[src/rtl/regfile_pkg.sv]
// rtl/regfile_pkg.sv - shared register-file widths and write-back entry type
package regfile_pkg;

  localparam int REG_AW = 5;
  localparam int REG_DW = 32;

  localparam logic [REG_AW-1:0] REG_ZERO = '0;

  typedef struct packed {
    logic [REG_AW-1:0] addr;
    logic [REG_DW-1:0] data;
  } wb_entry_t;

endpackage

[src/rtl/reg_wb_queue_fifo.sv]
// rtl/reg_wb_queue_fifo.sv - in-order write-back entry FIFO with visible contents
module wb_fifo
  import regfile_pkg::*;
#(
  parameter int DEPTH = 4,
  localparam int PW = $clog2(DEPTH),
  localparam int CW = PW + 1
) (
  input  logic                    clk,
  input  logic                    rst,
  input  logic                    push_i,
  input  wb_entry_t               push_entry_i,
  input  logic                    pop_i,
  output wb_entry_t               head_o,
  output logic [CW-1:0]           count_o,
  output wb_entry_t [DEPTH-1:0]   entries_o,
  output logic [DEPTH-1:0]        valid_o
);

  logic [PW-1:0]          wptr_q, wptr_d;
  logic [PW-1:0]          rptr_q, rptr_d;
  logic [CW-1:0]          count_q, count_d;
  logic [DEPTH-1:0]       vld_q, vld_d;
  wb_entry_t [DEPTH-1:0]  mem_q;
  logic                   do_push, do_pop;

  // Guard locally so a misbehaving caller can never corrupt occupancy.
  assign do_push = push_i && (count_q != CW'(DEPTH));
  assign do_pop  = pop_i && (count_q != '0);

  always_comb begin
    wptr_d  = wptr_q;
    rptr_d  = rptr_q;
    count_d = count_q;
    vld_d   = vld_q;
    if (do_pop) begin
      rptr_d        = rptr_q + 1'b1;
      vld_d[rptr_q] = 1'b0;
    end
    if (do_push) begin
      wptr_d        = wptr_q + 1'b1;
      vld_d[wptr_q] = 1'b1;
    end
    case ({do_push, do_pop})
      2'b10:   count_d = count_q + 1'b1;
      2'b01:   count_d = count_q - 1'b1;
      default: count_d = count_q;
    endcase
  end

  always_ff @(posedge clk or posedge rst) begin
    if (rst) begin
      wptr_q  <= '0;
      rptr_q  <= '0;
      count_q <= '0;
      vld_q   <= '0;
    end else begin
      wptr_q  <= wptr_d;
      rptr_q  <= rptr_d;
      count_q <= count_d;
      vld_q   <= vld_d;
    end
  end

  always_ff @(posedge clk) begin
    if (do_push) begin
      mem_q[wptr_q] <= push_entry_i;
    end
  end

  assign head_o    = mem_q[rptr_q];
  assign count_o   = count_q;
  assign entries_o = mem_q;
  assign valid_o   = vld_q;

endmodule

[src/rtl/reg_wb_queue.sv]
// rtl/reg_wb_queue.sv - two-source write-back queue driving the register-file write port
module reg_wb_queue
  import regfile_pkg::*;
#(
  parameter int DEPTH = 4,
  parameter int AW    = REG_AW,
  parameter int DW    = REG_DW,
  localparam int CW   = $clog2(DEPTH) + 1
) (
  input  logic          clk,
  input  logic          rst,
  input  logic          a_valid,
  output logic          a_ready,
  input  logic [AW-1:0] a_addr,
  input  logic [DW-1:0] a_data,
  input  logic          b_valid,
  output logic          b_ready,
  input  logic [AW-1:0] b_addr,
  input  logic [DW-1:0] b_data,
  output logic          wr_en,
  output logic [AW-1:0] wr_addr,
  output logic [DW-1:0] wr_data,
  input  logic [AW-1:0] q1_addr,
  input  logic [AW-1:0] q2_addr,
  output logic          q1_pending,
  output logic          q2_pending,
  output logic [CW-1:0] count,
  output logic          full,
  output logic          empty
);

  logic [1:0]            starve_q, starve_d;
  logic                  b_force;
  logic                  a_xfer, b_xfer;
  logic                  push, pop;
  wb_entry_t             push_entry, head;
  wb_entry_t [DEPTH-1:0] entries;
  logic [DEPTH-1:0]      vld;
  logic [CW-1:0]         fifo_count;

  logic                  wr_en_q, wr_en_d;
  logic [AW-1:0]         wr_addr_q, wr_addr_d;
  logic [DW-1:0]         wr_data_q, wr_data_d;
  logic                  q1_hit, q2_hit;

  assign full    = (fifo_count == CW'(DEPTH));
  assign empty   = (fifo_count == '0);
  assign count   = fifo_count;
  assign b_force = (starve_q == 2'd3);

  // A wins by default; B takes the slot once it has been passed over three times.
  assign a_ready = !full && !b_force;
  assign b_ready = !full && (!a_valid || b_force);
  assign a_xfer  = a_valid && a_ready;
  assign b_xfer  = b_valid && b_ready;

  always_comb begin
    push_entry = '0;
    push       = 1'b0;
    if (b_xfer) begin
      push_entry.addr = b_addr;
      push_entry.data = b_data;
      push            = (b_addr != REG_ZERO);
    end else if (a_xfer) begin
      push_entry.addr = a_addr;
      push_entry.data = a_data;
      push            = (a_addr != REG_ZERO);
    end
  end

  always_comb begin
    starve_d = starve_q;
    if (b_xfer) begin
      starve_d = 2'd0;
    end else if (b_valid && !b_ready && !full) begin
      starve_d = starve_q + 2'd1;
    end
  end

  assign pop = !empty;

  wb_fifo #(.DEPTH(DEPTH)) u_fifo (
    .clk          (clk),
    .rst          (rst),
    .push_i       (push),
    .push_entry_i (push_entry),
    .pop_i        (pop),
    .head_o       (head),
    .count_o      (fifo_count),
    .entries_o    (entries),
    .valid_o      (vld)
  );

  always_comb begin
    wr_en_d   = pop;
    wr_addr_d = wr_addr_q;
    wr_data_d = wr_data_q;
    if (pop) begin
      wr_addr_d = head.addr;
      wr_data_d = head.data;
    end
  end

  always_ff @(posedge clk or posedge rst) begin
    if (rst) begin
      starve_q  <= 2'd0;
      wr_en_q   <= 1'b0;
      wr_addr_q <= '0;
      wr_data_q <= '0;
    end else begin
      starve_q  <= starve_d;
      wr_en_q   <= wr_en_d;
      wr_addr_q <= wr_addr_d;
      wr_data_q <= wr_data_d;
    end
  end

  assign wr_en   = wr_en_q;
  assign wr_addr = wr_addr_q;
  assign wr_data = wr_data_q;

  // A write is still pending while it sits in the FIFO or in the output register.
  always_comb begin
    q1_hit = wr_en_q && (wr_addr_q == q1_addr);
    q2_hit = wr_en_q && (wr_addr_q == q2_addr);
    for (int i = 0; i < DEPTH; i++) begin
      if (vld[i] && (entries[i].addr == q1_addr)) q1_hit = 1'b1;
      if (vld[i] && (entries[i].addr == q2_addr)) q2_hit = 1'b1;
    end
  end

  assign q1_pending = q1_hit && (q1_addr != REG_ZERO);
  assign q2_pending = q2_hit && (q2_addr != REG_ZERO);

endmodule
[config.mk]
export PLATFORM = sky130hd
export DESIGN_NAME = reg_wb_queue
export DESIGN_NICKNAME = d
export VERILOG_FILES = /design/src/rtl/regfile_pkg.sv /design/src/rtl/reg_wb_queue_fifo.sv /design/src/rtl/reg_wb_queue.sv
export SDC_FILE = /design/constraint.sdc
export NUM_CORES = 1
export LEC_CHECK = 0
export ABC_CLOCK_PERIOD_IN_PS = 7800
export BUFFER_PORTS_ARGS = -buffer_cell sky130_fd_sc_hd__buf_2
export CAP_MARGIN = 0
export CORE_MARGIN = 10
export CORE_UTILIZATION = 30
export DETAILED_ROUTE_END_ITERATION = 8
export GPL_TIMING_DRIVEN = 1
export PLACE_DENSITY = 0.58
export REMOVE_ABC_BUFFERS = 1
export SYNTH_ARGS = -nofsm -noshare
export SYNTH_HDL_FRONTEND = slang
export SYNTH_SLANG_ARGS = --single-unit
[constraint.sdc]
create_clock -name clk -period 7.8 [get_ports clk]
set_input_delay 0.78 -clock clk [delete_from_list [all_inputs] [get_ports clk]]
set_output_delay 0.78 -clock clk [all_outputs]
set_load 0.01 [all_outputs]
==> results.cfg <==
[sta]
rsz0062_at_grt = no
clock-skew-final_ps = 13.31
relSlewSlack_pct = 27.33
hold_violations = 0
finalSetupViolations = 0
setup_tns_ps = 0
fin_crit_ps = 3363
fmax_mhz = 297.4
worst_slew_pin_slew_ps = 1090
drv_slew = 0
fin_crit_sh_pct = 43.11

[place]
place_area_sq_um = 9545
dp_hpwl_microns = 13030
gp_congestion = 0.8066
io_buffers = 134

[grt]
grt_util_all_layers_pct = 11.21
grt_overflow_total = 0
busiest_layer = met2
met1_usage_pct = 14.60
grt_pass1_vias = 5341
use_met3_pct = 2.733
grt_max_degree = 52
antenna_found_initial = 0
grt_pass1_wl_microns = 30790
grtUsageMet2_pct = 18.06

[critical_path]
crit_path_top_delay_cell = inv_2
cpLargestDelayFamily = buffers and inverters
rrSetupSlack_ps = 4700
path_cells = or3_2 > buf_4 > inv_2 > buf_2
cp.arrival_ps = 2580
crit_path_start_kind = flip-flop
critPathRequiredTime_ps = 7020
path_class = flip-flop to output pin
slowest_delay_ps = 680
path_max_fanout = 47
critPathCaptureType = output pin
cp_num_buf_inv = 3

[status]
status = finished, final reports clean

[synth]
avgSynthCellArea_sq_um = 15.10
synth_edf_count = 148
syn-cell-area_sq_um = 8517
synth_top_area_cell = edfxtp_1
ys.flop_type = edfxtp_1
ys_async_sr_fraction_pct = 25.63
yosysUniqueCellTypes = 39
postSynthCellCount = 564
yosysMostFrequentCell = edfxtp_1
ys_top_cells_by_count = edfxtp_1, nand2_1, dfrtp_1, xor2_1, a22o_1
ys_ff_latch = 199
synth.top_cell.area_share_pct = 52.18
synth.area.top_cells = edfxtp_1, dfrtp_1, mux4_2
ys_seq_area_share_pct = 67.17
yosysWarnings = 0

[layout]
nNetsFinal = 783
antenna_cells = 0
drive_gt1_share_pct = 31.66
stdcell_area_sq_um = 10140
post-route-util_pct = 36.31
area_growth_pct = 19.10

[clocking]
cts_sinks = 199
root_buffer = clkbuf_16
postCtsSetupBuffers = 0
cts.repair.resized = 0
numCtsBuffers = 17
clkTransAtPathRegs_ps = 70
ctsHtreeMaxLevel = 4
cts_tree = built
insertion_delay_ps = 430
cts_hold_buf = 0
cts_max_path_buffers = 2

[route]
dr.first_iter.drc_count = 311
drc = 0
num_vias = 4922
via_per_inst = 4.574
firstDrtPassIters = 4
wirelength_microns = 19760
antenna_left = 0
wl_per_cell_microns = 18.36

[power]
powerDensity_nw_per_um2 = 396.4
leakage_uw = 0.004028
ir_worst_vdd_mv = 0.1581

[floorplanning]
initial_core_util_pct = 30.49
ios = 135
dieArea_sq_um = 35530
rows = 61
dieWidth_microns = 188.5
die_y_microns = 188.5
core-area_sq_um = 27930

[job]
max_cap_violations = 0

[hold_path]
min_path_type = flip-flop to flip-flop
## report_power, final
part / leakage (uW) / switching [uW] / total, uW / internal [uW]
Sequential: 0.00199 / 266 / 1860 / 1600
Combinational: 0.00174 / 713 / 1280 / 566
Clock: 0.000296 / 412 / 880 / 468
## placed cells by master, fill, tap and decap left out, drive strengths merged
master  instances
nor3b           1
dfrtp          51
o31ai           1
nor4           10
a21oi           1
clkbuf         19
a22o           38
nand3          15
nor3            2
or4             3
nor2            6
fa              1
a21o            4
edfxtp        148
a32o            1
nand2         122
nand2b          1
nor2b           2
buf           138
xor2           41
clkinv          3
o22a            2
o21ai           4
ha              9
a31oi           1
and2            4
inv            19
xnor2          12
bufinv          1
mux4           37
or3             1
## worst min-delay path: cells and delay by family (launching register included)
kind / cells / cell delay [ps]
and+or+nand+nor: 2 / 90
DFF: 1 / 340
## path summary, 6_finish.rpt
path	depth (start not counted)	from	endpoint
setup reg to reg	7	u_fifo.count_o[0]	u_fifo.entries_o[17]
setup / recovery	4	u_fifo.count_o[1]	empty
hold reg to reg	2	wr_data[8]	wr_data[8]
max in group asynchronous	3	rst	u_fifo.rptr_q[0]
min in group asynchronous	3	rst	wr_data[6]
hold / removal	2	wr_data[8]	wr_data[8]
## registers in the layout, summed over array words and instances (netlist names), 2 cells and up
register,count
u_fifo.entries_o,148
wr_data,32
wr_addr,5
u_fifo.valid_o,4
u_fifo.count_o,3
starve_q,2
u_fifo.rptr_q,2
u_fifo.wptr_q,2
## cells by family (layout without fill, tap and decap cells)
logic type | Yosys count | count (layout) | synth area share [%]
AND/OR/NAND/NOR | 167 | 167 | 8.580
XOR/XNOR | 53 | 53 | 5.450
adder cells (fa/ha/maj) | 10 | 10 | 1.557
buffers and inverters | 46 | 180 | 2.424
multiplexers | 37 | 37 | 9.784
flip-flops | 199 | 199 | 67.17
AO/OA/AOI/OAI | 52 | 52 | 5.039
## metal layers
layer / routed length [microns] / up-vias
li1: - / 2319
met1: 8954 / 2438
met2: 9595 / 140
met3: 894 / 25
met4: 316 / 0
met5: 0 / -
## stage by stage
step	cells	hold slack, ps	total power [uW]	setup slack (ps)
global placement	1044	445.8	3195	4265
CTS	1076	470.6	4103	4342
detailed placement	1044	454.8	3223	4217
floorplan	528	464.9	2685	3848
finish	1076	461.9	4021	4437
global route	1076	495.9	4299	4236
## area by class of cell
type | instances | area (sq um)
fill | 2741 | 17790
sequential | 199 | 5725
multi-input combinational | 319 | 2606
timing repair buffer | 138 | 700.7
tap | 378 | 473.0
clock buffer | 19 | 442.9
clock inverter | 13 | 155.1
inverter | 10 | 40.04
No activity file was read; power rests on OpenSTA's default activity.
